**src/rtl/pipelined_csel_addsub.sv**
```systemverilog
// Pipelined carry-select add/subtract: one BLOCK-wide slice per stage, optional signed saturation.
// Latency NSTAGE cycles; whole pipeline advances when the output register is empty or being consumed.
module pipelined_csel_addsub #(
  parameter int WIDTH = 32,
  parameter int BLOCK = 8
) (
  input  logic             clk,
  input  logic             rst_n,
  input  logic             in_valid,
  output logic             in_ready,
  input  logic [WIDTH-1:0] a,
  input  logic [WIDTH-1:0] b,
  input  logic             cin,
  input  logic             op,
  input  logic             sat,
  output logic             out_valid,
  input  logic             out_ready,
  output logic [WIDTH-1:0] sum,
  output logic             cout,
  output logic             overflow,
  output logic             zero,
  output logic             negative
);

  localparam int NSTAGE = WIDTH / BLOCK;

  logic adv;

  assign adv      = ~out_valid | out_ready;
  assign in_ready = rst_n & adv;

  for (genvar k = 0; k < NSTAGE; k++) begin : g_stg
    // Operand bits not yet consumed by earlier stages; the low BLOCK bits are this stage's slice.
    localparam int RW = WIDTH - k * BLOCK;

    logic                     vld_i;
    logic [RW-1:0]            a_i;
    logic [RW-1:0]            b_i;
    logic                     op_i;
    logic                     sat_i;
    logic                     c_i;
    logic [BLOCK-1:0]         blk_a;
    logic [BLOCK-1:0]         blk_b;
    logic [BLOCK:0]           cand0;
    logic [BLOCK:0]           cand1;
    logic [BLOCK:0]           pick;
    logic [(k+1)*BLOCK-1:0]   s_nxt;

    if (k == 0) begin : g_src
      assign vld_i = in_valid;
      assign a_i   = a;
      assign b_i   = b;
      assign op_i  = op;
      assign sat_i = sat;
      assign c_i   = cin;
      assign s_nxt = pick[BLOCK-1:0];
    end else begin : g_src
      assign vld_i = g_stg[k-1].g_reg.vld_q;
      assign a_i   = g_stg[k-1].g_reg.a_q;
      assign b_i   = g_stg[k-1].g_reg.b_q;
      assign op_i  = g_stg[k-1].g_reg.op_q;
      assign sat_i = g_stg[k-1].g_reg.sat_q;
      assign c_i   = g_stg[k-1].g_reg.c_q;
      assign s_nxt = {pick[BLOCK-1:0], g_stg[k-1].g_reg.s_q};
    end

    // Both carry candidates are formed up front; the incoming carry only drives the final mux.
    assign blk_a = a_i[BLOCK-1:0];
    assign blk_b = b_i[BLOCK-1:0] ^ {BLOCK{op_i}};
    assign cand0 = {1'b0, blk_a} + {1'b0, blk_b};
    assign cand1 = cand0 + {{BLOCK{1'b0}}, 1'b1};
    assign pick  = c_i ? cand1 : cand0;

    if (k < NSTAGE - 1) begin : g_reg
      logic                   vld_q;
      logic [RW-BLOCK-1:0]    a_q;
      logic [RW-BLOCK-1:0]    b_q;
      logic [(k+1)*BLOCK-1:0] s_q;
      logic                   op_q;
      logic                   sat_q;
      logic                   c_q;

      always_ff @(posedge clk) begin
        if (!rst_n) begin
          vld_q <= 1'b0;
        end else if (adv) begin
          vld_q <= vld_i;
          a_q   <= a_i[RW-1:BLOCK];
          b_q   <= b_i[RW-1:BLOCK];
          s_q   <= s_nxt;
          op_q  <= op_i;
          sat_q <= sat_i;
          c_q   <= pick[BLOCK];
        end
      end
    end else begin : g_out
      logic             ovf;
      logic [WIDTH-1:0] fin;

      // a_i/blk_b top bits are the effective operand MSBs here.
      assign ovf = (a_i[BLOCK-1] == blk_b[BLOCK-1]) && (s_nxt[WIDTH-1] != a_i[BLOCK-1]);

      always_comb begin
        fin = s_nxt;
        if (sat_i && ovf) fin = {a_i[BLOCK-1], {(WIDTH-1){~a_i[BLOCK-1]}}};
      end

      always_ff @(posedge clk) begin
        if (!rst_n) begin
          out_valid <= 1'b0;
          sum       <= '0;
          cout      <= 1'b0;
          overflow  <= 1'b0;
          zero      <= 1'b0;
          negative  <= 1'b0;
        end else if (adv) begin
          out_valid <= vld_i;
          sum       <= fin;
          cout      <= pick[BLOCK];
          overflow  <= ovf;
          zero      <= ~|fin;
          negative  <= fin[WIDTH-1];
        end
      end
    end
  end

endmodule

```
**config.mk**
```make
export PLATFORM = sky130hd
export DESIGN_NAME = pipelined_csel_addsub
export DESIGN_NICKNAME = d
export VERILOG_FILES = /design/src/rtl/pipelined_csel_addsub.sv
export SDC_FILE = /design/constraint.sdc
export NUM_CORES = 1
export LEC_CHECK = 0
export CAP_MARGIN = 40
export CORE_MARGIN = 2
export CORE_UTILIZATION = 50
export CTS_CLUSTER_DIAMETER = 200
export DETAILED_ROUTE_END_ITERATION = 8
export GPL_TIMING_DRIVEN = 0
export MAX_ROUTING_LAYER = met4
export PLACE_DENSITY = 0.76
export SLEW_MARGIN = 20
export SYNTH_ARGS = -nofsm -noshare
export SYNTH_HDL_FRONTEND = slang
export SYNTH_SLANG_ARGS = --single-unit
```
**constraint.sdc**
```tcl
create_clock -name clk -period 12.1 [get_ports clk]
set_input_delay 3.025 -clock clk [delete_from_list [all_inputs] [get_ports clk]]
set_output_delay 3.025 -clock clk [all_outputs]
set_load 0.005 [all_outputs]
```
Word level (Yosys, flattened, before mapping)
Index checks and enable logic that the tools add are counted.

Flip-flop bits (word level): 193. Word-level logic and storage cells: 55. Output and inout port bits: 38. Input bits: 71.

Bitwise operators: 8. Add/subtract/negate cells: 8. Muxes and demuxes: 5. Eq/ne operators: 2. Reductions and logical operators: 5.

Operators by type and width (count): $add A8 B8 Y9 (4); $add A9 B1 Y9 const B (4); $mux W9 (4); $mux W32 (1); $reduce_or A32 Y1 (1); $xor A8 B8 Y8 (4); $logic_and A1 B1 Y1 (2); $not A1 Y1 (2); $reduce_and A2 Y1 (1); $and A1 B1 Y1 (1); $eq A1 B1 Y1 (1); $logic_not A1 Y1 (1); $ne A1 B1 Y1 (1); $or A1 B1 Y1 (1).

Logic depth before layout (Yosys ltp)
Depth after elaboration: 10. Mapped depth: 14.

Worst setup path after synthesis
Ideal clock, no wire load.

Path type: input -> output. Start: in rst_n. End: out in_ready. Buffers on the path: 0. Cell stages on the path: 2. Required time: 9.075 ns. Path slack: -0.643 ns. Data arrival time: 9.718 ns. Path through: clkinv_1 > nor2_1.

Cells in the longest elaborated chain, start to end: 1.

RTL lines: start, declared (RTL line 8) `input logic rst_n,`; $and A1 B1 Y1 (RTL line 30) `assign in_ready = rst_n & adv;`; end, declared (RTL line 10) `output logic in_ready,`.

No other way between the ends.

Worst setup path after layout
Ends and elaborated chain as after synthesis.

==> qor.csv <==
stage,metric,value,unit
status,status,"finished, final reports clean",
floorplan,num_io_pins,109,
clocking,cts_tree,built,
setup_path,crit_fanout,30,
pwr,p_leak,3.95,nW
pwr,p_seq_frac,0.494,
placed_design,gp_congestion,0.848,
pwr,switching_power,0.423,mW
final_layout,final_util,0.632,
logic_synthesis,netlist_instances,623,
route,dr.pass1.iters,4,
route,via_per_inst,5.02,
logic_synthesis,synth-main-ff-cell,edfxtp_1,
setup_path,r2r-start,g_stg[2].g_reg.op_q,
route,avgRoutedWirePerCell,14.4,um
sta,timing.fmax,123,MHz
sta,worst_slew_margin_rel,0.627,
grt,grt_pass1_wl,23600,um
clocking,cts.sinks,192,
floorplan,die-area,17700,um^2
setup_path,critical_path.endpoint_type,output pin,
sta,layout_min_cycle_time,8160,ps
setup_path,r2r_slack,8380,ps
route,routed_wl,14200,um
setup_path,setup.worst_path.end,in_ready,
grt,grt_max_degree,32,
final_layout,insertedDiodeCount,0,
grt,use_met1,0.213,
floorplan,rows,47,
grt,grt_use_met2,0.279,
grt,grt-ovfl-total,0,
grt,grt_usage,0.174,
hold_path,hp-class,reg2reg,
sta,finalSetupTns,0,ps
clocking,clockRootBuffer,clkbuf_16,
sta,fin_ws,3940,ps
grt,grt_use_met3,0.0415,
grt,top_usage_layer,met2,
clocking,postCtsHoldBufs,0,
final_layout,layout_commonest_cell,edfxtp_1,
route,vias,4961,
logic_synthesis,syn_area,8340,um^2
pwr,p_clk_frac,0.320,
setup_path,crit_start,rst_n,
pwr,irDropWorstVdd,0.108,mV
logic_synthesis,seq_area_frac_synth,0.644,
floorplan,die_w,133,um
placed_design,dp_hpwl,10600,um
pwr,p_int,1.25,mW
logic_synthesis,async_flop_share,0,
sta,tightestPinTransition,556,ps
floorplan,coreArea,16500,um^2
grt,antenna_found_initial,0,
clocking,cts_buffer_depth,2,
route,drt_iter0_markers,251,
clocking,clk_pin_slew,60,ps
clocking,clkLatencyLatePin,420,ps
placed_design,io_buffers,107,
sta,grt_setup_unrepaired,no,
final_layout,drive_above_1_share,0.111,
floorplan,start_util,0.507,
logic_synthesis,avgSynthCellArea,13.4,um^2
logic_synthesis,synth_nets,734,
setup_path,rr_endpoint,zero,
sta,drv_slew,0,
clocking,htree_num_levels,4,
run,max_cap_viol_count,0,
route,detail-route-antenna-nets,0,
final_layout,fin_nets,866,
setup_path,required,9070,ps
placed_design,dpl_worst_slack,3950,ps
final_layout,mostFrequentLayoutCells,"153 x edfxtp_1, 107 x clkdlybuf4s50_1, 61 x xor2_1",
setup_path,arrival,5130,ps
clocking,postCtsSetupBuffers,0,
sta,fin_skew,6.57,ps
logic_synthesis,synth.distinct_cells,51,
logic_synthesis,ys_warn_count,0,
sta,finalSetupViolCount,0,
pwr,switching_share,0.252,
final_layout,syn2layout_area_growth,24.7,%
pwr,power_frac_comb,0.186,
pwr,p_per_area,161,nW/um^2
sta,hold_violations,0,
floorplan,die_y,133,um
grt,grt_pass1_vias,4974,
logic_synthesis,synth_edf_count,153,
setup_path,crit_type,in2out,
route,drc,0,
setup_path,startpoint_type,primary input,
logic_synthesis,synth-seq-cells,192,
clocking,ctsResizeCount,0,
clocking,numCtsBuffers,17,
sta,fin_crit_sh,0.674,
setup_path,ff2ff_path_depth,14,
## registers in the layout (all words and copies together), names as in the netlist, 3 cells and up
register	count
g_stg.g_reg.vld_q	3
sum	32
g_stg.g_reg.c_q	3
g_stg.g_reg.a_q	48
g_stg.g_reg.op_q	3
g_stg.g_reg.b_q	48
g_stg.g_reg.sat_q	3
g_stg.g_reg.s_q	48
## power by group through the flow
| stage | Clock [mW] | Sequential, mW | Combinational [mW] |
|---|---|---|---|
| floorplan | 0 | 0.836 | 0.201 |
| global placement | 0 | 0.844 | 0.295 |
| detailed placement | 0 | 0.843 | 0.312 |
| CTS | 0.548 | 0.829 | 0.314 |
| global route | 0.572 | 0.835 | 0.346 |
| finish | 0.537 | 0.828 | 0.312 |
## synthesized netlist by cell type (2+ instances only)
cell type	n	share of area
o211ai_1	4	0.0036
nor2b_1	2	0.0015
buf_2	3	0.0018
nand4_1	5	0.0038
and4_1	2	0.0021
o21a_1	2	0.0018
fa_1	4	0.0096
a211o_1	3	0.0032
nand2b_1	4	0.0030
clkbuf_1	10	0.0045
o22ai_1	2	0.0015
o21ai_2	31	0.033
nand2_1	57	0.026
edfxtp_1	153	0.55
a211oi_1	3	0.0027
a21oi_1	25	0.015
nor2_1	51	0.023
mux2_2	2	0.0027
xor2_1	61	0.064
dfxtp_1	39	0.094
inv_1	26	0.012
nand3_1	13	0.0078
nor4_1	6	0.0045
buf_6	3	0.0041
a21o_1	16	0.014
and3_1	2	0.0015
ha_1	36	0.054
o21ai_0	13	0.0078
xnor2_1	18	0.019
nor3_1	6	0.0036
## area by class of cell
type	count	area (um^2)
fill	1191	6070
tap	220	275
inverter	27	101
buffer	17	93.8
clock buffer	18	429
sequential	192	5380
multi-input combinational	387	2780
clock inverter	14	140
timing repair buffer	113	1210
## worst min-delay path by stage
stage | from | endpoint | slack, ps | cells past startpoint
floorplan | g_stg[0].g_reg.a_q[8] | g_stg[1].g_reg.a_q[0] | 400 | 0
global placement | g_stg[1].g_reg.s_q[8] | g_stg[2].g_reg.s_q[8] | 400 | 0
detailed placement | g_stg[0].g_reg.a_q[16] | g_stg[1].g_reg.a_q[8] | 400 | 0
CTS | g_stg[1].g_reg.s_q[14] | g_stg[2].g_reg.s_q[14] | 420 | 0
global route | g_stg[0].g_reg.a_q[8] | g_stg[1].g_reg.a_q[0] | 420 | 0
finish | g_stg[1].g_reg.s_q[4] | g_stg[2].g_reg.s_q[4] | 420 | 0
## metal layers
metal | routed length [um] | part of all wire
met5 | 0 | 0
met4 | 297 | 0.021
met1 | 6380 | 0.45
met3 | 657 | 0.046
met2 | 6890 | 0.48
## metrics by stage
| step | cells | instance area, um^2 | total power [mW] | hold slack, ps |
|---|---|---|---|---|
| after floorplan | 623 | 8340 | 1.04 | 400 |
| after global placement | 950 | 9690 | 1.14 | 401 |
| after detailed placement | 956 | 9830 | 1.15 | 405 |
| after CTS | 988 | 10400 | 1.69 | 417 |
| after global routing | 988 | 10400 | 1.75 | 422 |
| final | 988 | 10400 | 1.68 | 415 |
## critical path, cell delays in order
cell and delay (ps):
clkdlybuf4s50_1 500, clkinv_1 290, nor2_4 320, buf_12 230, buf_12 210, clkdlybuf4s50_1 530
## kinds of logic after synthesis
kind of cell,synth area share
xor gates and xnor gates,0.0882
buffers and inverters,0.0234
and+or+nand+nor,0.0863
adders and majority gates,0.0636
muxes,0.00390
AOI/OAI and AO/OA,0.0902
DFF,0.644
(Power assumes the default switching activity.)
